--- config.mk ---
export PLATFORM = sky130hd
export DESIGN_NAME = tia_horizontal_motion
export DESIGN_NICKNAME = d
export VERILOG_FILES = /design/src/rtl/tia_horizontal_motion.sv
export SDC_FILE = /design/constraint.sdc
export NUM_CORES = 1
export LEC_CHECK = 0
export BUFFER_PORTS_ARGS = -buffer_cell sky130_fd_sc_hd__buf_2
export CAP_MARGIN = 20
export CORE_UTILIZATION = 62
export CTS_CLUSTER_SIZE = 25
export DETAILED_ROUTE_END_ITERATION = 10
export PLACE_DENSITY = 0.88
export SLEW_MARGIN = 20
export SYNTH_ARGS = -nofsm -noshare
export SYNTH_HDL_FRONTEND = slang
export SYNTH_SLANG_ARGS = --single-unit
--- constraint.sdc ---
create_clock -name clk -period 3.6 [get_ports clk]
set_input_delay 1.08 -clock clk [delete_from_list [all_inputs] [get_ports clk]]
set_output_delay 1.08 -clock clk [all_outputs]
set_load 0.01 [all_outputs]
--- src/rtl/tia_horizontal_motion.sv ---
// TIA horizontal motion: five HM registers and a 16-step HMOVE sequencer that emits extra position clocks.
// Outputs are registered; a step's pulse appears 4k+4 cycles after HMOVE; there is no backpressure.
module tia_horizontal_motion (
  input  logic       clk,
  input  logic       reset,
  input  logic [3:0] d,
  input  logic       p0hm,
  input  logic       p1hm,
  input  logic       m0hm,
  input  logic       m1hm,
  input  logic       blhm,
  input  logic       hmove,
  input  logic       hmclr,
  output logic       mc_p0,
  output logic       mc_p1,
  output logic       mc_m0,
  output logic       mc_m1,
  output logic       mc_bl,
  output logic       busy
);

  typedef enum logic {S_IDLE, S_RUN} state_t;

  state_t          state_q, state_d;
  logic [3:0]      step_q, step_d;
  logic [1:0]      phase_q, phase_d;
  logic [4:0]      en_q, en_d;
  logic [4:0]      mc_q, mc_d;
  logic            busy_q, busy_d;
  logic [4:0][3:0] hm_q, hm_d;
  logic [4:0][3:0] key;
  logic [4:0]      wr;

  assign wr = {blhm, m1hm, m0hm, p1hm, p0hm};

  always_comb begin
    for (int i = 0; i < 5; i++) begin
      hm_d[i] = hm_q[i];
      if (hmclr)
        hm_d[i] = 4'h0;
      else if (wr[i])
        hm_d[i] = d;
      // Compare against the next-state value so a write lands on the step evaluated right after it.
      key[i] = hm_d[i] ^ 4'b1000;
    end
  end

  always_comb begin
    state_d = state_q;
    step_d  = step_q;
    phase_d = phase_q;
    en_d    = en_q;
    mc_d    = '0;
    if (hmove) begin
      state_d = S_RUN;
      step_d  = 4'd0;
      phase_d = 2'd0;
      en_d    = '1;
    end else if (state_q == S_RUN) begin
      phase_d = phase_q + 2'd1;
      // Step evaluation is computed one cycle early so the pulse register shows it in phase 3.
      if (phase_q == 2'd2) begin
        for (int i = 0; i < 5; i++) begin
          if (step_q == key[i])
            en_d[i] = 1'b0;
          else if (en_q[i])
            mc_d[i] = 1'b1;
        end
      end
      if (phase_q == 2'd3) begin
        if (step_q == 4'd15) begin
          state_d = S_IDLE;
          step_d  = 4'd0;
          en_d    = '0;
        end else begin
          step_d = step_q + 4'd1;
        end
      end
    end
    busy_d = (state_d == S_RUN);
  end

  always_ff @(posedge clk) begin
    if (reset) begin
      state_q <= S_IDLE;
      step_q  <= 4'd0;
      phase_q <= 2'd0;
      en_q    <= '0;
      mc_q    <= '0;
      busy_q  <= 1'b0;
      hm_q    <= '0;
    end else begin
      state_q <= state_d;
      step_q  <= step_d;
      phase_q <= phase_d;
      en_q    <= en_d;
      mc_q    <= mc_d;
      busy_q  <= busy_d;
      hm_q    <= hm_d;
    end
  end

  assign mc_p0 = mc_q[0];
  assign mc_p1 = mc_q[1];
  assign mc_m0 = mc_q[2];
  assign mc_m1 = mc_q[3];
  assign mc_bl = mc_q[4];
  assign busy  = busy_q;

endmodule

After elaboration in Yosys (flattened, before gate mapping)
Index checks and enable logic that the tools add are counted.

operators by class
  reductions and logical operators = 8
  add/subtract/negate cells = 2
  bitwise logic cells = 7
  muxes and demuxes = 30
  eq/ne operators = 8

operators with widths
  kind                                                           count
  4-bit two-way mux                                              11
  5-bit two-way mux                                              5
  5-bit OR reduction                                             5
  4-bit equality test                                            5
  1-bit two-way mux                                              14
  1-bit inverter                                                 7
  4-bit by 1-bit adder with 4-bit output, second input constant  1
  2-bit equality test, second input constant                     2
  4-bit equality test, second input constant                     1
  2-bit by 1-bit adder with 2-bit output, second input constant  1
  2-bit AND reduction                                            1
  2-bit nonzero test                                             1
  2-bit OR reduction                                             1

word-level totals
  input bits = 13
  word-level logic and storage cells = 69
  flip-flop bits (word level) = 37
  output and inout bits = 6

Depth between registers and ports, before layout
Gate-level depths: netlist (run 1).

  depth after elaboration = 10
  mapped depth = 6
  gate-level depth less buffers = 6

Worst setup path before layout (run 1)
OpenSTA, ideal clock, no wires.

  path kind = in2reg
  start = input hmclr
  end = register en_q[0]
  stages on the path = 5
  data arrival time = 2.012 ns
  setup time = 0.145 ns
  setup slack = 1.444 ns
  path buffers = 2
  required time = 3.455 ns
  cell sequence = buf_6 buf_6 or3_1 a211oi_2 a41oi_1

between the ends
  cells in the longest elaborated chain, start to end = 9

RTL lines
  item                             RTL line  RTL
  start, declared                  13        input logic hmclr,
  4-bit two-way mux (*)            39        if (hmclr)
  1-bit inverter (no source line)  n/a
  4-bit equality test (*)          64        if (step_q == key[i])
  1-bit two-way mux (*)            64
  5-bit two-way mux (*)            62        if (phase_q == 2'd2) begin
  5-bit two-way mux                71        if (step_q == 4'd15) begin
  5-bit two-way mux (*)            70        if (phase_q == 2'd3) begin
  5-bit two-way mux (*)            59        end else if (state_q == S_RUN) begin
  5-bit two-way mux (*)            54        if (hmove) begin
  end signal, assigned             96        en_q <= en_d;
  end, declared                    27        logic [4:0] en_q, en_d;

Every way passes the cells marked *; elsewhere a longest branch is shown, timed or not. The select of a mux whose other input is x is not followed.
A chain may end at the register's enable or synchronous reset.

Worst setup path after layout (run 1)
  start = register busy_q (netlist: busy)
  end = output busy

RTL lines
  item                    RTL line  RTL
  start, declared         29        logic busy_q, busy_d;
  start signal, assigned  98        busy_q <= busy_d;
  end, declared           19        output logic busy

No word-level cell between the ends.

==> results of run 1 <==
## through the flow
step | instances | utilization | instance area (µm²)
6_report | 246 | 0.680 | 1920
5_1_grt | 246 | 0.680 | 1920
4_1_cts | 246 | 0.680 | 1920
3_5_place_dp | 238 | 0.661 | 1870
3_3_place_gp | 238 | 0.661 | 1870
2_1_floorplan | 208 | - | 1910
## flip-flops by register name, indices dropped and copies added (netlist names)
register / count
hm_q: 20
en_q: 5
mc_q: 5
step_q: 4
phase_q: 2
busy: 1
## report_power, final
part,switching [W],leakage [nW],internal [W]
Combinational,0.0000547,0.446,0.0000359
Sequential,0.00000933,0.302,0.000423
Clock,0.000141,0.0310,0.0000736
Total,0.000205,0.779,0.000532
## worst paths after layout
kind	endpoint	depth (start not counted)	slack, ns
max	busy	1	1.33
min	mc_q[3]$_SDFF_PP0_	2	0.47
max reg2reg	en_q[2]$_SDFFE_PP0P_	5	1.89
min reg2reg	mc_q[3]$_SDFF_PP0_	2	0.47
## routing by layer
layer	vias up	routed length, µm	GRT usage
met2	43	1760	0.419
met1	680	1650	0.320
met5	-	0	0
met4	0	49	0.0906
li1	752	-	-
met3	7	223	0.0748
## cells by family (layout without fill, tap and decap cells)
kind of cell / after synthesis / after routing
AND/OR/NAND/NOR: 75 / 75
AO/OA/AOI/OAI: 49 / 49
flip-flops: 37 / 37
buffers and inverters: 21 / 28
multiplexers: 20 / 20
adder cells (fa/ha/maj): 3 / 3
XOR/XNOR: 3 / 3
## cells in the final DEF, fill, tap and decap left out, types with 2 or more instances in the layout
cell type | netlist | routed
a211oi_2 | 5 | 5
a21o_1 | 4 | 4
a21oi_1 | 13 | 13
a41oi_1 | 5 | 5
buf_2 | 6 | 18
clkbuf_4 | 0 | 5
clkinv_2 | 0 | 2
dfxtp_1 | 37 | 37
ha_1 | 3 | 3
inv_1 | 2 | 2
mux2i_1 | 20 | 20
nand2_1 | 11 | 11
nand3_1 | 7 | 7
nor2_1 | 25 | 25
nor3_1 | 18 | 18
nor4b_2 | 4 | 4
o21a_1 | 10 | 10
o21ai_0 | 10 | 10
or2_2 | 2 | 2
or3_1 | 5 | 5
xnor2_1 | 2 | 2
## cell usage after synthesis (2+ instances only)
| master | instances | share of area |
|---|---|---|
| a211oi_2 | 5 | 0.033 |
| a21oi_1 | 13 | 0.034 |
| or2_2 | 2 | 0.0066 |
| a21o_1 | 4 | 0.016 |
| buf_2 | 6 | 0.016 |
| o21a_1 | 10 | 0.039 |
| clkbuf_8 | 2 | 0.014 |
| nor4b_2 | 4 | 0.031 |
| a41oi_1 | 5 | 0.023 |
| dfxtp_1 | 37 | 0.39 |
| nand2_1 | 11 | 0.022 |
| xnor2_1 | 2 | 0.0092 |
| ha_1 | 3 | 0.020 |
| nor3_1 | 18 | 0.047 |
| inv_1 | 2 | 0.0039 |
| mux2i_1 | 20 | 0.10 |
| or3_1 | 5 | 0.016 |
| buf_6 | 9 | 0.053 |
| o21ai_0 | 10 | 0.026 |
| nor2_1 | 25 | 0.049 |
| nand3_1 | 7 | 0.018 |
## final cells by class
class                   count  area, µm²  share of cell area
clock inverters             3       17.5             0.00910
multi-input cells         150        992               0.516
repair buffers             18       90.1              0.0468
flip-flops and latches     37        741               0.385
well taps                  31       38.8              0.0202
inverters                   2       7.51             0.00390
clock buffers               5       37.5              0.0195
==> reports/results.txt, run 1 <==
Synth unique cells - 29
PostCTS Resize Cnt - 0
Number of failing hold endpoints at the final stage - 0
Avg Inst Size Synth - 9.17 µm²
Fillers - 248
Max-Cap Viols - 0
VDD IR-drop max - 177 µV
Die W - 57.5 µm
N_diodes - 0
Primary FF master, synth - dfxtp_1
Worst Path Arrival - 1.19 ns
Die area - 3300 µm²
CP max stage delay - 0.62 ns
Slew at the pin closest to its max-slew limit - 0.573 ns
Net Count, Synth - 224
Num ports - 19
Gp weighted congestion - 0.769
Root buf cell - clkbuf_4
Vias - 1482
Largest family of logic cells by synthesized area - simple AND/OR/NAND/NOR gates
#FFs+latches synth - 37
CP cell instances - buf_2
Worst-path clk slew - 0.11 ns
Core ar. - 2830 µm²
Vias/cell - 6.02
Max_slew headroom - 0.618
GR Overflow Total - 0
Post-synth EDFFs - 0
H-tree levels - 2
Power Total - 0.000737 W
WS Path Type - flip-flop to output port
Final Slew Violations - 0
Worst r2r src - step_q[0]$_SDFFE_PP0P_
RSZ-0062 raised after global routing - no
Final Cycle Share - 0.629
Worst setup path start - busy$_SDFF_PP0_
Final setup TNS - 0 ns
CP bufs+invs - 1
DR iter-0 viols - 52
Static Leak - 0.779 nW
Initial core utilization - 0.674
Buffer depth of the longest clock path - 2
Hold Startpoint - en_q[3]$_SDFFE_PP0P_
Area Overhead vs Synth - 0.919%
Largest fanout on the critical path - 14
Nets - 230
Critical Path Start Type - flip-flop
Top Family by Delay on Critical Path - flip-flops
Mux share of post-synthesis cell area - 0.105
Fin crit period - 2.27 ns
Post-detail-place hpwl - 2580 µm
Failing checks - DRC
Cts bufs inserted - 5
First-pass GRT wire length - 6220 µm
Worst-Skew Late Latency - 0.35 ns
Slowest stage cell, crit path - dfxtp_1
Yosys Warn Count - 0
PortBufs - 18
Cells after synthesis - 208
Hold slack - 0.471 ns
Place WS - 1.20 ns
Post-synthesis simple-gate area fraction - 0.202
Hold Crit Class - flip-flop to flip-flop
Post-DR wirelength/cell - 15.0 µm
Post-synth ARST share - 0
Final WS setup - 1.33 ns
Sink Count - 37
Largest net degree at the start of global routing - 44
Cts hold-fix bufs - 0
Final setup vio count - 0
Antenna-violating nets left - 0
Die height - 57.5 µm
Share of layout cells above drive strength 1 - 0.181
Pwr per Cell Area - 383 nW/µm²
Fmax - 0.441 GHz
CTS tree - yes
Vias in the first global route - 1392
Initial antenna violation count - 0
Worst EP required - 2.52 ns
Register area share after synthesis - 0.388
Residual DRC - 3
DRT Pass-1 Iters - 7
Crit path capture type - output port
Synth Area in Adders - 0.0197
Routed wire length - 3690 µm
XOR/XNOR share of the synthesized area - 0.0138
Post-Syn Area - 1910 µm²
Row count - 19
All-Layer GR Usage - 0.256
Status - complete, but fails checks
Compound-Gate Fraction of Synth Area - 0.180
Clock Skew - 0.0103 ns
Setup bufs post-CTS - 0
Note: power is estimated with default switching activity, not from simulation.
==> inputs of run 2 (changes only) <==
CORE_UTILIZATION = 52   (was 62)
PLACE_DENSITY = 0.79   (was 0.88)
clock period = 2 ns   (was 3.6 ns; I/O delays follow)
==> reports/results.txt, run 2 (same netlist as run 1, synthesis figures left out) <==
Status - complete, no violations
Final Util - 0.583 (-0.0974)
Most frequent cells in the layout - 37 x dfxtp_1, 25 x nor2_1, 20 x mux2i_1
Commonest non-fill, non-tap cell in the layout - dfxtp_1
Slowest stage cell, crit path - dfxtp_1
N_diodes - 0 (unchanged)
All-Layer GR Usage - 0.208 (-0.0478)
Residual DRC - 0 (-3)
Post-detail-place hpwl - 2530 µm (-1.7%)
Cts hold-fix bufs - 0 (unchanged)
Max-Cap Viols - 0 (unchanged)
Initial core utilization - 0.558 (-0.116)
Slew at the pin closest to its max-slew limit - 0.594 ns (+0.0207 ns)
CP cell instances - buf_2
Cts bufs inserted - 5 (unchanged)
Row count - 21 (+2)
Gp weighted congestion - 0.818 (+6.4%)
Final Cycle Share - 0.829
Sink Count - 37 (unchanged)
Worst-Skew Late Latency - 0.34 ns (about the same)
GR Overflow Total - 0 (unchanged)
DR iter-0 viols - 67 (+29%)
Vias in the first global route - 1374 (-1.3%)
Post-DR wirelength/cell - 13.6 µm (-9.2%)
CP bufs+invs - 1 (unchanged)
Largest fanout on the critical path - 10 (-4)
Num ports - 19 (unchanged)
DRT Pass-1 Iters - 4 (-3)
Area Overhead vs Synth - 4.40%
Die W - 62.6 µm (+8.9%)
Worst hold path depth - 2 (unchanged)
Worst EP required - 1.40 ns (-1.12 ns)
Share of layout cells above drive strength 1 - 0.193 (+0.0113)
Top flop regs - hm_q (20), en_q (5), mc_q (5)
Fmax - 0.603 GHz
Vias - 1425 (-3.8%)
Stages on the worst setup path - 1 (unchanged)
Final Slew Violations - 0 (unchanged)
Top Family by Delay on Critical Path - flip-flops
Crit path capture type - output port
RSZ-0062 raised after global routing - no
Number of failing hold endpoints at the final stage - 0 (unchanged)
Clock Skew - 0.00824 ns (-0.00205 ns)
First-pass GRT wire length - 6380 µm (+2.7%)
Pwr per Cell Area - 721 nW/µm² (+88%)
Buffer depth of the longest clock path - 2 (unchanged)
Final setup vio count - 0 (unchanged)
H-tree levels - 2 (unchanged)
Antenna-violating nets left - 0 (unchanged)
Largest net degree at the start of global routing - 44 (unchanged)
PortBufs - 18 (unchanged)
Static Leak - 0.810 nW (+4.0%)
Worst Path Arrival - 1.06 ns (-0.13 ns)
Biggest register - hm_q
Max_slew headroom - 0.604 (-0.0138)
Die area - 3910 µm² (+19%)
Worst-path clk slew - 0.10 ns (about the same)
Critical Path Start Type - flip-flop
Final setup TNS - 0 ns (unchanged)
Die height - 62.6 µm (+8.9%)
CP max stage delay - 0.53 ns (-0.09 ns)
PostCTS Resize Cnt - 0 (unchanged)
Setup bufs post-CTS - 0 (unchanged)
Number of flip-flops in the largest register - 20 (unchanged)
CTS tree - yes
Routed wire length - 3590 µm (-2.6%)
Hold Crit Class - flip-flop to flip-flop
Fin crit period - 1.66 ns
Root buf cell - clkbuf_4
Nets - 234 (+1.7%)
Worst-case reg-to-reg path depth - 4 (-1)
Core ar. - 3420 µm² (+21%)
VDD IR-drop max - 449 µV (+150%)
WS Path Type - flip-flop to output port
Vias/cell - 5.40 (-10%)
Initial antenna violation count - 0 (unchanged)
run 2: routing by layer:
layer / wire [µm] / share of wire / global-route usage
met1: 1810 / 0.50 / 0.269
met2: 1620 / 0.45 / 0.333
met3: 139 / 0.039 / 0.0602
met4: 26 / 0.0072 / 0.0610
met5: 0 / 0 / 0
run 2: through the flow:
step           hold WS [ns]  total power, W  setup WS, ns  area (µm²)  std cells
2_1_floorplan         0.426        0.000933         0.324        1910        208
4_1_cts               0.470         0.00145         0.325        1990        264
5_1_grt               0.493         0.00151         0.270        1990        264
3_5_place_dp          0.447        0.000958        0.0877        1920        257
3_3_place_gp          0.451        0.000954         0.143        1920        257
6_report              0.464         0.00144         0.342        1990        264
run 2: worst paths after layout:
path / startpoint / to / slack [ns]
setup / recovery: busy$_SDFF_PP0_ / busy / 0.34
hold / removal: en_q[2]$_SDFFE_PP0P_ / mc_q[2]$_SDFF_PP0_ / 0.46
setup reg to reg: step_q[2]$_SDFFE_PP0P_ / en_q[2]$_SDFFE_PP0P_ / 0.48
hold reg to reg: en_q[2]$_SDFFE_PP0P_ / mc_q[2]$_SDFF_PP0_ / 0.46
run 2: final cells by class:
type	instances	area, µm²
Fill cell	329	1430
Multi-Input combinational cell	150	992
Sequential cell	37	741
Timing Repair Buffer	22	120
Tap cell	46	57.6
Clock buffer	5	37.5
Clock inverter	2	35.0
Inverter	2	7.51
run 2: power by group:
part	total, W	switching, W	internal [W]
Clock	0.000493	0.000239	0.000255
Combinational	0.000167	0.0000991	0.0000675
Sequential	0.000776	0.0000148	0.000761
Total	0.00144	0.000353	0.00108
